File: src/rtl/ifetch_ctrl.sv
// -----------------------------------------------------------------------------
// ifetch_ctrl - instruction-fetch controller
//
// Owns the program counter and drives the word address of a combinational
// instruction ROM. Each returned word is registered into a one-entry
// valid/ready output stage toward decode. Handles branch/jump redirects,
// halt requests and fetch faults, and counts delivered instructions.
//
// Parameters
//   RESET_PC : byte PC fetched first after reset
//   IM_AW    : ROM word-address width (ROM holds 2**IM_AW words)
//
// Ports
//   clk, rstn        : clock (rising edge), asynchronous active-low reset
//   im_addr/im_rdata : ROM word address (combinational) and same-cycle data
//   redirect_valid/redirect_pc : taken branch/jump and its byte target
//   halt_req         : level request to stop fetching
//   if_valid/if_ready/if_instr/if_pc : output stage handshake toward decode
//   halted           : halted with the output stage drained
//   fault/fault_pc   : sticky fetch fault and offending address
//   fetch_cnt        : instructions loaded into the output stage (mod 2**32)
// -----------------------------------------------------------------------------
module ifetch_ctrl #(
    parameter logic [31:0] RESET_PC = 32'h0000_0000,
    parameter int unsigned IM_AW    = 10
) (
    input  logic             clk,
    input  logic             rstn,
    output logic [IM_AW-1:0] im_addr,
    input  logic [31:0]      im_rdata,
    input  logic             redirect_valid,
    input  logic [31:0]      redirect_pc,
    input  logic             halt_req,
    output logic             if_valid,
    input  logic             if_ready,
    output logic [31:0]      if_instr,
    output logic [31:0]      if_pc,
    output logic             halted,
    output logic             fault,
    output logic [31:0]      fault_pc,
    output logic [31:0]      fetch_cnt
);

    typedef enum logic [1:0] {
        ST_RUN,
        ST_HALT,
        ST_FAULT
    } state_e;

    state_e      state_q, state_d;
    logic [31:0] pc_q, pc_d;
    logic        valid_q, valid_d;
    logic [31:0] instr_q, instr_d;
    logic [31:0] if_pc_q, if_pc_d;
    logic        fault_q, fault_d;
    logic [31:0] fault_pc_q, fault_pc_d;
    logic [31:0] cnt_q, cnt_d;

    logic [31:0] fa;
    logic        fa_bad;
    logic        redir_bad;
    logic        slot_free;

    // Misaligned, or beyond the last ROM word. Addresses never wrap into the
    // ROM, so running off the end is caught here.
    function automatic logic is_illegal(input logic [31:0] a);
        return (a[1:0] != 2'b00) || (a[31:IM_AW+2] != '0);
    endfunction

    // The redirect only steers the ROM while running; in HALT the address
    // simply follows pc_q. if_ready is deliberately absent from this path.
    assign fa        = (state_q == ST_RUN && redirect_valid) ? redirect_pc : pc_q;
    assign im_addr   = fa[IM_AW+1:2];
    assign fa_bad    = is_illegal(fa);
    assign redir_bad = is_illegal(redirect_pc);
    assign slot_free = !valid_q || if_ready;

    always_comb begin
        // NOTE: every _d takes its _q value first, so a path that does not
        // assign it holds state instead of inferring a latch.
        state_d    = state_q;
        pc_d       = pc_q;
        valid_d    = valid_q;
        instr_d    = instr_q;
        if_pc_d    = if_pc_q;
        fault_d    = fault_q;
        fault_pc_d = fault_pc_q;
        cnt_d      = cnt_q;

        case (state_q)
            ST_RUN: begin
                if (redirect_valid && fa_bad) begin
                    state_d    = ST_FAULT;
                    fault_d    = 1'b1;
                    fault_pc_d = redirect_pc;
                    valid_d    = 1'b0;
                end else if (redirect_valid) begin
                    // Target loads even when decode stalls: the held
                    // instruction is wrong-path and is overwritten.
                    valid_d = 1'b1;
                    instr_d = im_rdata;
                    if_pc_d = redirect_pc;
                    pc_d    = redirect_pc + 32'd4;
                    cnt_d   = cnt_q + 32'd1;
                    if (halt_req) state_d = ST_HALT;
                end else if (halt_req) begin
                    state_d = ST_HALT;
                    if (if_ready) valid_d = 1'b0;
                end else if (slot_free && fa_bad) begin
                    state_d    = ST_FAULT;
                    fault_d    = 1'b1;
                    fault_pc_d = pc_q;
                    valid_d    = 1'b0;
                end else if (slot_free) begin
                    valid_d = 1'b1;
                    instr_d = im_rdata;
                    if_pc_d = pc_q;
                    pc_d    = pc_q + 32'd4;
                    cnt_d   = cnt_q + 32'd1;
                end
            end

            ST_HALT: begin
                if (redirect_valid && redir_bad) begin
                    state_d    = ST_FAULT;
                    fault_d    = 1'b1;
                    fault_pc_d = redirect_pc;
                    valid_d    = 1'b0;
                end else begin
                    // A redirect only retargets pc_q and flushes; the fetch
                    // itself happens after returning to RUN (one bubble).
                    if (redirect_valid) begin
                        pc_d    = redirect_pc;
                        valid_d = 1'b0;
                    end else if (if_ready) begin
                        valid_d = 1'b0;
                    end
                    if (!halt_req) state_d = ST_RUN;
                end
            end

            default: begin
                // FAULT is terminal until reset; everything holds.
            end
        endcase
    end

    // NOTE: state registers use non-blocking assignments so every flop
    // samples the pre-edge value of every other flop.
    always_ff @(posedge clk or negedge rstn) begin
        if (!rstn) begin
            state_q    <= ST_RUN;
            pc_q       <= RESET_PC;
            valid_q    <= 1'b0;
            instr_q    <= '0;
            if_pc_q    <= '0;
            fault_q    <= 1'b0;
            fault_pc_q <= '0;
            cnt_q      <= '0;
        end else begin
            state_q    <= state_d;
            pc_q       <= pc_d;
            valid_q    <= valid_d;
            instr_q    <= instr_d;
            if_pc_q    <= if_pc_d;
            fault_q    <= fault_d;
            fault_pc_q <= fault_pc_d;
            cnt_q      <= cnt_d;
        end
    end

    assign if_valid  = valid_q;
    assign if_instr  = instr_q;
    assign if_pc     = if_pc_q;
    assign halted    = (state_q == ST_HALT) && !valid_q;
    assign fault     = fault_q;
    assign fault_pc  = fault_pc_q;
    assign fetch_cnt = cnt_q;

endmodule

File: config.mk
export PLATFORM = sky130hd
export DESIGN_NAME = ifetch_ctrl
export DESIGN_NICKNAME = d
export VERILOG_FILES = /design/src/rtl/ifetch_ctrl.sv
export SDC_FILE = /design/constraint.sdc
export NUM_CORES = 1
export LEC_CHECK = 0
export ABC_CLOCK_PERIOD_IN_PS = 2700
export BUFFER_PORTS_ARGS = -buffer_cell sky130_fd_sc_hd__buf_2
export CORE_MARGIN = 2
export CORE_UTILIZATION = 39
export DETAILED_ROUTE_END_ITERATION = 16
export HOLD_SLACK_MARGIN = 0.03
export PLACE_DENSITY_LB_ADDON = 0.3
export SLEW_MARGIN = 20
export SYNTH_ARGS = -nofsm -noshare
export SYNTH_HDL_FRONTEND = slang
export SYNTH_SLANG_ARGS = --single-unit
export TNS_END_PERCENT = 10
File: constraint.sdc
create_clock -name clk -period 2.7 [get_ports clk]
set_clock_uncertainty 0.2 [all_clocks]
set_input_delay 0.135 -clock clk [delete_from_list [all_inputs] [get_ports clk]]
set_output_delay 0.135 -clock clk [all_outputs]
set_load 0.1 [all_outputs]
==> key figures, run 1 <==
Routing
  • Vias per std cell: 4.98
  • Iter 0 DRT Violations: 446
  • # DRC: 0
  • Routed Wire Length: 20.4 mm
  • Routed len/inst: between 15 and 20 µm
  • Detail Route Antenna Nets: 0
  • DR pass1 iterations: 4
  • Vias: 6372

Yosys
  • Sequential area share after synthesis: between 50% and 60%
  • Synth cell types: 54
  • Post-synth ARST share: between 90% and 100%
  • Synthesized net count: between 800 and 900
  • Ys Warns: 0
  • Syn avg cell area: 10.0 µm²
  • Post-synth EDFFs: 0
  • Mapped Cells: 748
  • Primary FF master, synth: dfrtp_1
  • Yosys reg bits: 164
  • Mapped Area: 7500 µm²

Die
  • Die H: 143 µm
  • Site Rows: 50
  • Starting density of the core: 40.0%
  • Core Area: between 15000 and 20000 µm²
  • Num ports: 210
  • Die Span X: 143 µm
  • Die area: 20400 µm²

Clocking
  • Post-CTS Setup Inserts: 0
  • H-Tree Depth: 4
  • Clock network latency to the later pin of the worst-skew pair: 420 ps
  • Clock slew seen by the registers of the worst setup and hold paths: 70 ps
  • CTS tree: built
  • Inserted Clock Buffers: 17
  • Deepest clock path buffer count: 2
  • TritonCTS Sinks: 164
  • Root buf cell: clkbuf_16

STA
  • Endpoints failing hold: 0
  • Final worst-path cycle share: 95.4%
  • Worst Tran Pin Value: roughly 700 ps
  • Max frequency: 388 MHz
  • RSZ-0062 raised after global routing: yes
  • Setup violations, final: 0
  • Minimum clock period: 2580 ps
  • Setup TNS: 0 ps
  • Slew Limit Fails: 0
  • Rel. slew slack: 52.5%

GRT
  • First-pass GRT wire length: around 32 mm
  • Initial antenna violation count: 0
  • Largest net degree at the start of global routing: 64
  • GRT Overall Usage: 20.3%
  • Met2 Use GR: roughly a third
  • Busiest grt layer: met2
  • Number of global-route vias before repair: 6293
  • Met3 Use GR: 3.96%
  • Grt total ovfl: 0
  • Met1 GRT Util: 27.7%

Worst setup path
  • WP data arrival: 2720 ps
  • CP peak stage delay: 590 ps
  • Worst path cell trace: dlygate4sd3_1 > buf_2 > nor4_1 > nand4_1 > o22ai_2 > or4b_4 > nor3_2 > xor2_1
  • Largest fanout on the critical path: 7
  • Req. time, crit path: 2850 ps
  • Critical path class: in -> reg
  • Setup crit end kind: flop
  • Nature of the critical path startpoint: primary input
  • Max stage delay cell, worst path: or4b_4

Finish
  • Share of cells above drive strength 1: 28.5%
  • Area grow syn2layout: 36.7%
  • Most frequent cells in the layout: buf_2 (207), nand2_1 (178), dfrtp_1 (164), dlygate4sd3_1 (67), and2_1 (44)
  • Most common cell after layout, fill and taps aside: buf_2
  • Final nets: roughly 1100
  • Post-route cell area: 10200 µm²

Run
  • MaxCap Viol Count: 0

Placed design
  • IO Port Bufs: 209
  • Placed instance area: 8950 µm²
  • Global placer's final weighted congestion: between 0.8 and 0.9
  • HPWL after DPL: 14.2 mm

Pwr
  • VDD IR max: 0.405 mV
  • P_leak: roughly 5.5 nW
  • Pwr/cell area: 516 nW/µm²

Min path
  • Hold crit path type: in -> async

Status
  • Outcome: finished, final reports clean
==> worst max-delay path, delay by kind of cell <==
kind | cells | cell delay [ps]
and+or+nand+nor | 4 | 1450
buffers and inverters | 2 | 670
xor gates and xnor gates | 1 | 160
AOI/OAI and AO/OA | 1 | 310
==> metal layers <==
| layer | wire, µm | vias to the layer above | part of all wire (%) |
|---|---|---|---|
| met5 | 0 | - | 0 |
| met1 | 9300 | 3013 | 46 |
| met2 | 9450 | 195 | 46 |
| li1 | - | 3120 | - |
| met3 | 928 | 44 | 4.6 |
| met4 | 701 | 0 | 3.4 |
==> where the power goes <==
group          switching, mW  total [mW]  leakage, nW  internal (mW)
logic                  0.160       0.317         2.95          0.157
clock network           1.04        2.51        0.298           1.47
registers       0.0000000157        2.46         2.25           2.46
total                   1.20        5.28         5.50           4.08
==> Yosys cell counts, drive strengths merged, types with 4 or more instances <==
cell / count / area [µm²]
nand3: 24 / 120
nand2: 178 / 668
and2: 45 / 282
o22ai: 4 / 31.3
clkbuf: 22 / 83.8
nor3: 14 / 95.1
dfrtp: 164 / 4100
nor2b: 5 / 31.3
a21oi: 12 / 60.1
mux2: 9 / 101
and3: 9 / 56.3
buf: 21 / 129
xnor2: 22 / 193
o21ai: 63 / 315
nor4: 16 / 115
nand4: 12 / 75.1
nor2: 17 / 63.8
mux2i: 40 / 400
inv: 10 / 37.5
nand2b: 4 / 25.0
xor2: 17 / 149
==> state kept, by name, summed over array words and instances (netlist names) <==
register   count
fetch_cnt     32
pc_q          32
if_pc         32
if_valid       1
fault          1
state_q        2
fault_pc      32
if_instr      32
==> worst paths after layout <==
path,from,endpoint,slack (ps),cells after the start
max,redirect_pc[24],fetch_cnt[28]$_DFFE_PN0P_,120,8
min,rstn,fault_pc[7]$_DFFE_PN0P_,70,2
max reg2reg,pc_q[31]$_DFFE_PN0P_,fetch_cnt[28]$_DFFE_PN0P_,190,6
max in group asynchronous,rstn,fetch_cnt[8]$_DFFE_PN0P_,1470,3
min reg2reg,if_instr[12]$_DFFE_PN0P_,if_instr[12]$_DFFE_PN0P_,270,2
min in group clk,redirect_valid,if_pc[2]$_DFFE_PN0P_,80,4
==> repair_timing <==
item,in CTS,in global routing
resized for setup,0,3
setup endpoints to repair,0,14
hold buffers,67,0
endpoints found under the hold margin,191,0
==> metrics by stage <==
step / setup WS (ps) / hold slack (ps) / util [%] / cells / power (mW)
after global placement: 118 / -30.8 / 47.7 / 1180 / 2.74
after detailed placement: 78.8 / -31.4 / 47.7 / 1180 / 2.74
after global routing: 0.138 / 108 / 54.6 / 1279 / 5.47
after floorplan: -523 / -361 / - / 748 / 2.60
final: 125 / 69.8 / 54.6 / 1280 / 5.28
after CTS: 33.3 / 56.5 / 54.5 / 1279 / 5.35
==> cells by family (layout without fill, tap and decap cells) <==
logic type                 Yosys count  after routing  share of synthesized area, %
AOI/OAI and AO/OA                  104            104                          8.39
xor gates and xnor gates            39             39                          4.56
adders and majority gates            2              2                         0.334
buffers and inverters               53            350                          3.34
DFF                                164            164                          54.7
muxes                               49             49                          6.69
other                                0              1                             0
and+or+nand+nor                    337            337                          22.0
==> final cells by class <==
cell class / count / area, µm²
timing repair buffer: 308 / 2030
tap: 234 / 293
multi-input combinational: 531 / 3180
antenna: 1 / 2.50
clock inverter: 14 / 173
inverter: 10 / 37.5
sequential: 164 / 4100
clock buffer: 18 / 429
fill: 1695 / 8520
(Power assumes the default switching activity.)
==> inputs of run 2 (changes only) <==
HOLD_SLACK_MARGIN = 0.08   (was 0.03)
==> run 2 against run 1 <==
  * Wire length up 0.24%
  * Via count up 0.17%
  * Flip-flop and latch count unchanged
  * Critical path depth unchanged
  * Count of clock-buffer cells in the layout unchanged
  * Total power about the same
  * Sequential share of layout area down 0.12 points
  * Register-to-register slack about the same
  * Final area up 0.29%
  * Critical endpoint unchanged
  * Clock power about the same
  * Combinational power up 1%
  * Final cell count up 0.16%
==> key figures, run 2 (synthesized netlist as in run 1, its figures left out) <==
Clocking
  • Clock slew seen by the registers of the worst setup and hold paths: 70 ps
  • H-Tree Depth: 4
  • Deepest clock path buffer count: 2
  • Root buf cell: clkbuf_16
  • TritonCTS Sinks: 164
  • Post-CTS Setup Inserts: 0
  • Clock network latency to the later pin of the worst-skew pair: 420 ps
  • CTS tree: built
  • Inserted Clock Buffers: 17

Finish
  • Seq. cell area: approximately 4100 µm²
  • Fill cell count: 1692
  • Area of the multi-input gates: 3190 µm²
  • Final nets: 1105
  • Share of cells above drive strength 1: 28.7%
  • Area grow syn2layout: 37.1%
  • Post-route cell area: 10300 µm²
  • Most common cell after layout, fill and taps aside: buf_2
  • Fin util: 54.8%
  • Most frequent cells in the layout: buf_2 (207), nand2_1 (178), dfrtp_1 (164), dlygate4sd3_1 (69), and2_1 (44)

Die
  • Core Area: ~19000 µm²
  • Die Span X: 143 µm
  • Site Rows: 50
  • Die area: 20400 µm²
  • Num ports: 210
  • Die H: 143 µm
  • Starting density of the core: 40.0%

STA
  • Rel. slew slack: between 50% and 60%
  • Setup ws final: 130 ps
  • Final worst-path cycle share: 95.2%
  • Setup violations, final: 0
  • Max frequency: between 300 and 400 MHz
  • Slew Limit Fails: 0
  • Minimum clock period: 2570 ps
  • Endpoints failing hold: 0
  • Worst Tran Pin Value: 714 ps
  • Setup TNS: 0 ps
  • RSZ-0062 raised after global routing: yes

Routing
  • Routed Wire Length: 20.4 mm
  • WL met2: 9.50 mm
  • Routed len/inst: around 16 µm
  • Vias: around 6400
  • Met3 routed WL: 950 µm
  • Vias per std cell: 4.98
  • Wl on met1: 9.27 mm
  • DR pass1 iterations: 5
  • Highest routing layer actually used: met4
  • # DRC: 0
  • Iter 0 DRT Violations: about 400
  • Detail Route Antenna Nets: 0

Placed design
  • Global placer's final weighted congestion: roughly 0.83
  • IO Port Bufs: 209
  • HPWL after DPL: 14.2 mm
  • Placed instance area: 8950 µm²
  • DP Worst Slack: 78.8 ps

Pwr
  • Clk pwr share: 47.5%
  • Logic pwr share: under 10%
  • Switching Share: roughly 23%
  • VDD IR max: 0.406 mV
  • Int Pwr: just over 4 mW
  • Switching power: ~1.2 mW
  • Pwr/cell area: 514 nW/µm²
  • Sequential Power Share: between 40% and 50%
  • P_leak: 5.50 nW

Worst setup path
  • Nature of the critical path startpoint: primary input
  • CP peak stage delay: between 500 and 600 ps
  • Worst path buffer plus inverter count: 2
  • Req. time, crit path: 2850 ps
  • Largest fanout on the critical path: 7
  • CP top delay family: simple AND/OR/NAND/NOR gates
  • Worst path cell trace: dlygate4sd3_1 > buf_2 > nor4_1 > nand4_1 > o22ai_2 > or4b_4 > nor3_2 > xor2_1
  • Setup crit end kind: flop
  • Internal reg-to-reg setup slack: 180 ps
  • WP data arrival: 2720 ps
  • Critical path class: in -> reg
  • Max stage delay cell, worst path: or4b_4

GRT
  • Number of global-route vias before repair: 6298
  • First-pass GRT wire length: approximately 32 mm
  • Initial antenna violation count: 0
  • Grt total ovfl: 0
  • GRT Overall Usage: 20.3%
  • Largest net degree at the start of global routing: 64

Run
  • MaxCap Viol Count: 0

Min path
  • Hold crit path type: in -> async

Status
  • Outcome: finished, final reports clean
## run 2: stage by stage
stage / hold WS, ps / cells / power, mW
finish: 68.4 / 1282 / 5.29
global route: 114 / 1281 / 5.48
CTS: 86.3 / 1281 / 5.35
detailed placement: -31.4 / 1180 / 2.74
global placement: -30.8 / 1180 / 2.74
floorplan: -361 / 748 / 2.60
## run 2: per-layer routing
| metal | global-route usage [%] | vias up |
|---|---|---|
| met4 | 9.17 | 0 |
| met2 | 31.4 | 174 |
| met1 | 27.8 | 3050 |
| met5 | 0 | - |
| met3 | 3.92 | 42 |
| li1 | - | 3117 |
## run 2: final cells by class
class	count	share of cell area [%]
flip-flops and latches	164	39.9
multi-input cells	531	31.0
repair buffers	310	19.9
clock buffers	18	4.18
well taps	234	2.85
clock inverters	14	1.68
inverters	10	0.402
diodes	1	0.0243
## run 2: repair_timing
action,CTS,global route
hold buffers,69,0
hold endpoints to repair,235,0
resized for setup,0,5
setup endpoints to repair,0,15
## run 2: worst paths after layout
| check | from | to | depth (start not counted) |
|---|---|---|---|
| max in group asynchronous | rstn | fetch_cnt[13]$_DFFE_PN0P_ | 3 |
| worst max-delay path | redirect_pc[24] | fetch_cnt[28]$_DFFE_PN0P_ | 8 |
| worst min-delay path | rstn | fault_pc[7]$_DFFE_PN0P_ | 2 |
| worst max register to register | pc_q[31]$_DFFE_PN0P_ | fetch_cnt[28]$_DFFE_PN0P_ | 6 |
| worst min register to register | if_instr[12]$_DFFE_PN0P_ | if_instr[12]$_DFFE_PN0P_ | 2 |
| min in group clk | im_rdata[2] | if_instr[2]$_DFFE_PN0P_ | 4 |
## run 2: power groups by stage
stage,registers [mW],clock network (mW),logic [mW]
3_3_place_gp,2.50,0,0.242
5_1_grt,2.45,2.67,0.353
3_5_place_dp,2.50,0,0.242
2_1_floorplan,2.50,0,0.0934
4_1_cts,2.46,2.57,0.322
6_report,2.46,2.51,0.321
==> inputs of run 3 (changes only) <==
ABC_CLOCK_PERIOD_IN_PS = 3300   (was 2700)
clock period = 3.3 ns   (was 2.7 ns; I/O delays follow)
==> run 3 against run 2 <==
  * Flip-flop and latch count did not move
  * Final area is 1.8% lower
  * Via count fell by 0.91%
  * Total power fell by 21%
  * Count of clock-buffer cells in the layout up 1
  * Clock power shrank 24%
==> key figures, run 3 (synthesized netlist as in run 1, its figures left out) <==
Worst setup path
  • Largest fanout on the critical path: 22
  • Setup crit end kind: flop
  • Nature of the critical path startpoint: primary input
  • Reg-to-Reg Start: state_q[0]$_DFFE_PN0P_
  • R2R cell count: 7
  • Worst R2R End: fault_pc[28]$_DFFE_PN0P_
  • Internal reg-to-reg setup slack: 610 ps
  • Critical path class: in -> reg
  • WP data arrival: slightly below 3000 ps
  • Req. time, crit path: 3440 ps

Routing
  • Routed Wire Length: 20.2 mm
  • Vias per std cell: 4.99
  • Iter 0 DRT Violations: 346
  • Routed len/inst: 15.9 µm
  • # DRC: 0
  • Vias: approximately 6300
  • DR pass1 iterations: 4
  • Detail Route Antenna Nets: 0

STA
  • Setup TNS: 0 ps
  • Max frequency: 359 MHz
  • Rel. slew slack: 64.3%
  • Endpoints failing hold: 0
  • Worst hold slack: 67.8 ps
  • Minimum clock period: 2780 ps
  • RSZ-0062 raised after global routing: no
  • Slew Limit Fails: 0
  • Setup violations, final: 0
  • Worst Tran Pin Value: ~540 ps
  • Final worst-path cycle share: 84.3%

Die
  • Starting density of the core: 40.0%
  • Die H: between 100 and 150 µm
  • Die area: 20400 µm²
  • Site Rows: 50
  • Core Area: 18800 µm²
  • Die Span X: 143 µm
  • Num ports: 210

Run
  • MaxCap Viol Count: 0

Placed design
  • IO Port Bufs: 209
  • Global placer's final weighted congestion: 0.864
  • HPWL after DPL: roughly 14 mm
  • Placed instance area: 8830 µm²

Pwr
  • P_leak: 5.41 nW
  • VDD IR max: 0.312 mV
  • Pwr/cell area: 414 nW/µm²

Clocking
  • Post-CTS sizing: 0
  • Inserted Clock Buffers: 17
  • H-Tree Depth: 4
  • Clock network latency to the later pin of the worst-skew pair: 410 ps
  • CTS tree: built
  • Deepest clock path buffer count: 2
  • Clock slew seen by the registers of the worst setup and hold paths: 70 ps
  • TritonCTS Sinks: about 160
  • Root buf cell: clkbuf_16

GRT
  • Met1 GRT Util: 27.3%
  • First-pass GRT wire length: 32.7 mm
  • Largest net degree at the start of global routing: 78
  • GRT Overall Usage: slightly above 20%
  • Grt total ovfl: 0
  • Number of global-route vias before repair: 6280
  • Met2 Use GR: 31.8%
  • Initial antenna violation count: 0
  • Met3 Use GR: 4.09%
  • Busiest grt layer: met2

Finish
  • Share of cells above drive strength 1: 27.4%
  • Final nets: 1091
  • Area grow syn2layout: 34.6%
  • Most frequent cells in the layout: buf_2 (208), nand2_1 (178), dfrtp_1 (164), dlygate4sd3_1 (69), and2_1 (44)
  • Most common cell after layout, fill and taps aside: buf_2
  • Post-route cell area: 10100 µm²
  • Fin util: 53.8%

Status
  • Outcome: finished, final reports clean

Min path
  • Hold crit path type: in -> async
[run 3: changes by cell type in the layout (fill, tap and decap cells not counted), sizes merged]
cell,change
clkinv,+3
inv,-2
buf,-14
bufinv,-2
clkbuf,+1
[run 3: worst max-delay path, stage by stage]
cell,delay [ps]
dlygate4sd3_1,530
buf_2,130
nor4_1,360
nand4_1,330
o22ai_2,270
nand3_2,420
buf_4,330
nor3_1,220
xor2_1,160
[run 3: worst max-delay path by stage]
stage                           startpoint                         to  slack [ps]  cells past startpoint
floorplan           state_q[1]$_DFFE_PN0P_                 im_addr[0]          50                      4
global placement      pc_q[31]$_DFFE_PN0P_  fetch_cnt[15]$_DFFE_PN0P_         630                      7
detailed placement    pc_q[31]$_DFFE_PN0P_  fetch_cnt[18]$_DFFE_PN0P_         550                      7
CTS                        redirect_pc[19]  fetch_cnt[18]$_DFFE_PN0P_         500                      9
global route               redirect_pc[19]  fetch_cnt[18]$_DFFE_PN0P_         300                      9
finish                     redirect_pc[19]  fetch_cnt[18]$_DFFE_PN0P_         520                      9
[run 3: timing repair]
action,CTS,global route
setup endpoints to repair,0,0
endpoints found under the hold margin,214,0
buffers inserted,0,0
hold buffers,69,0
[run 3: report_power, final]
| part | leakage (nW) | internal, mW | switching (mW) |
|---|---|---|---|
| sequential | 2.25 | 2.01 | 0.0000000118 |
| combinational | 2.88 | 0.126 | 0.130 |
| clock | 0.277 | 1.07 | 0.835 |
| total | 5.41 | 3.21 | 0.966 |
[run 3: stage by stage]
| stage | setup WS, ps | power [mW] | instances |
|---|---|---|---|
| 6_report | 518 | 4.17 | 1268 |
| 5_1_grt | 304 | 4.33 | 1267 |
| 4_1_cts | 503 | 4.22 | 1267 |
| 3_5_place_dp | 554 | 2.24 | 1166 |
| 3_3_place_gp | 627 | 2.24 | 1166 |
| 2_1_floorplan | 46.6 | 2.12 | 748 |
[run 3: cell type report]
type | instances | area (µm²)
fill | 1696 | 8680
sequential | 164 | 4100
multi-input combinational | 531 | 3160
timing repair buffer | 296 | 1930
clock buffer | 19 | 443
tap | 234 | 293
clock inverter | 13 | 126
inverter | 10 | 37.5
antenna | 1 | 2.50
[run 3: per-layer routing]
metal	vias up	share of wire [%]	wire (µm)
met5	-	0	0
met4	0	2.4	479
met3	26	4.9	994
met1	3032	45	9100
met2	179	48	9650
li1	3088	-	-
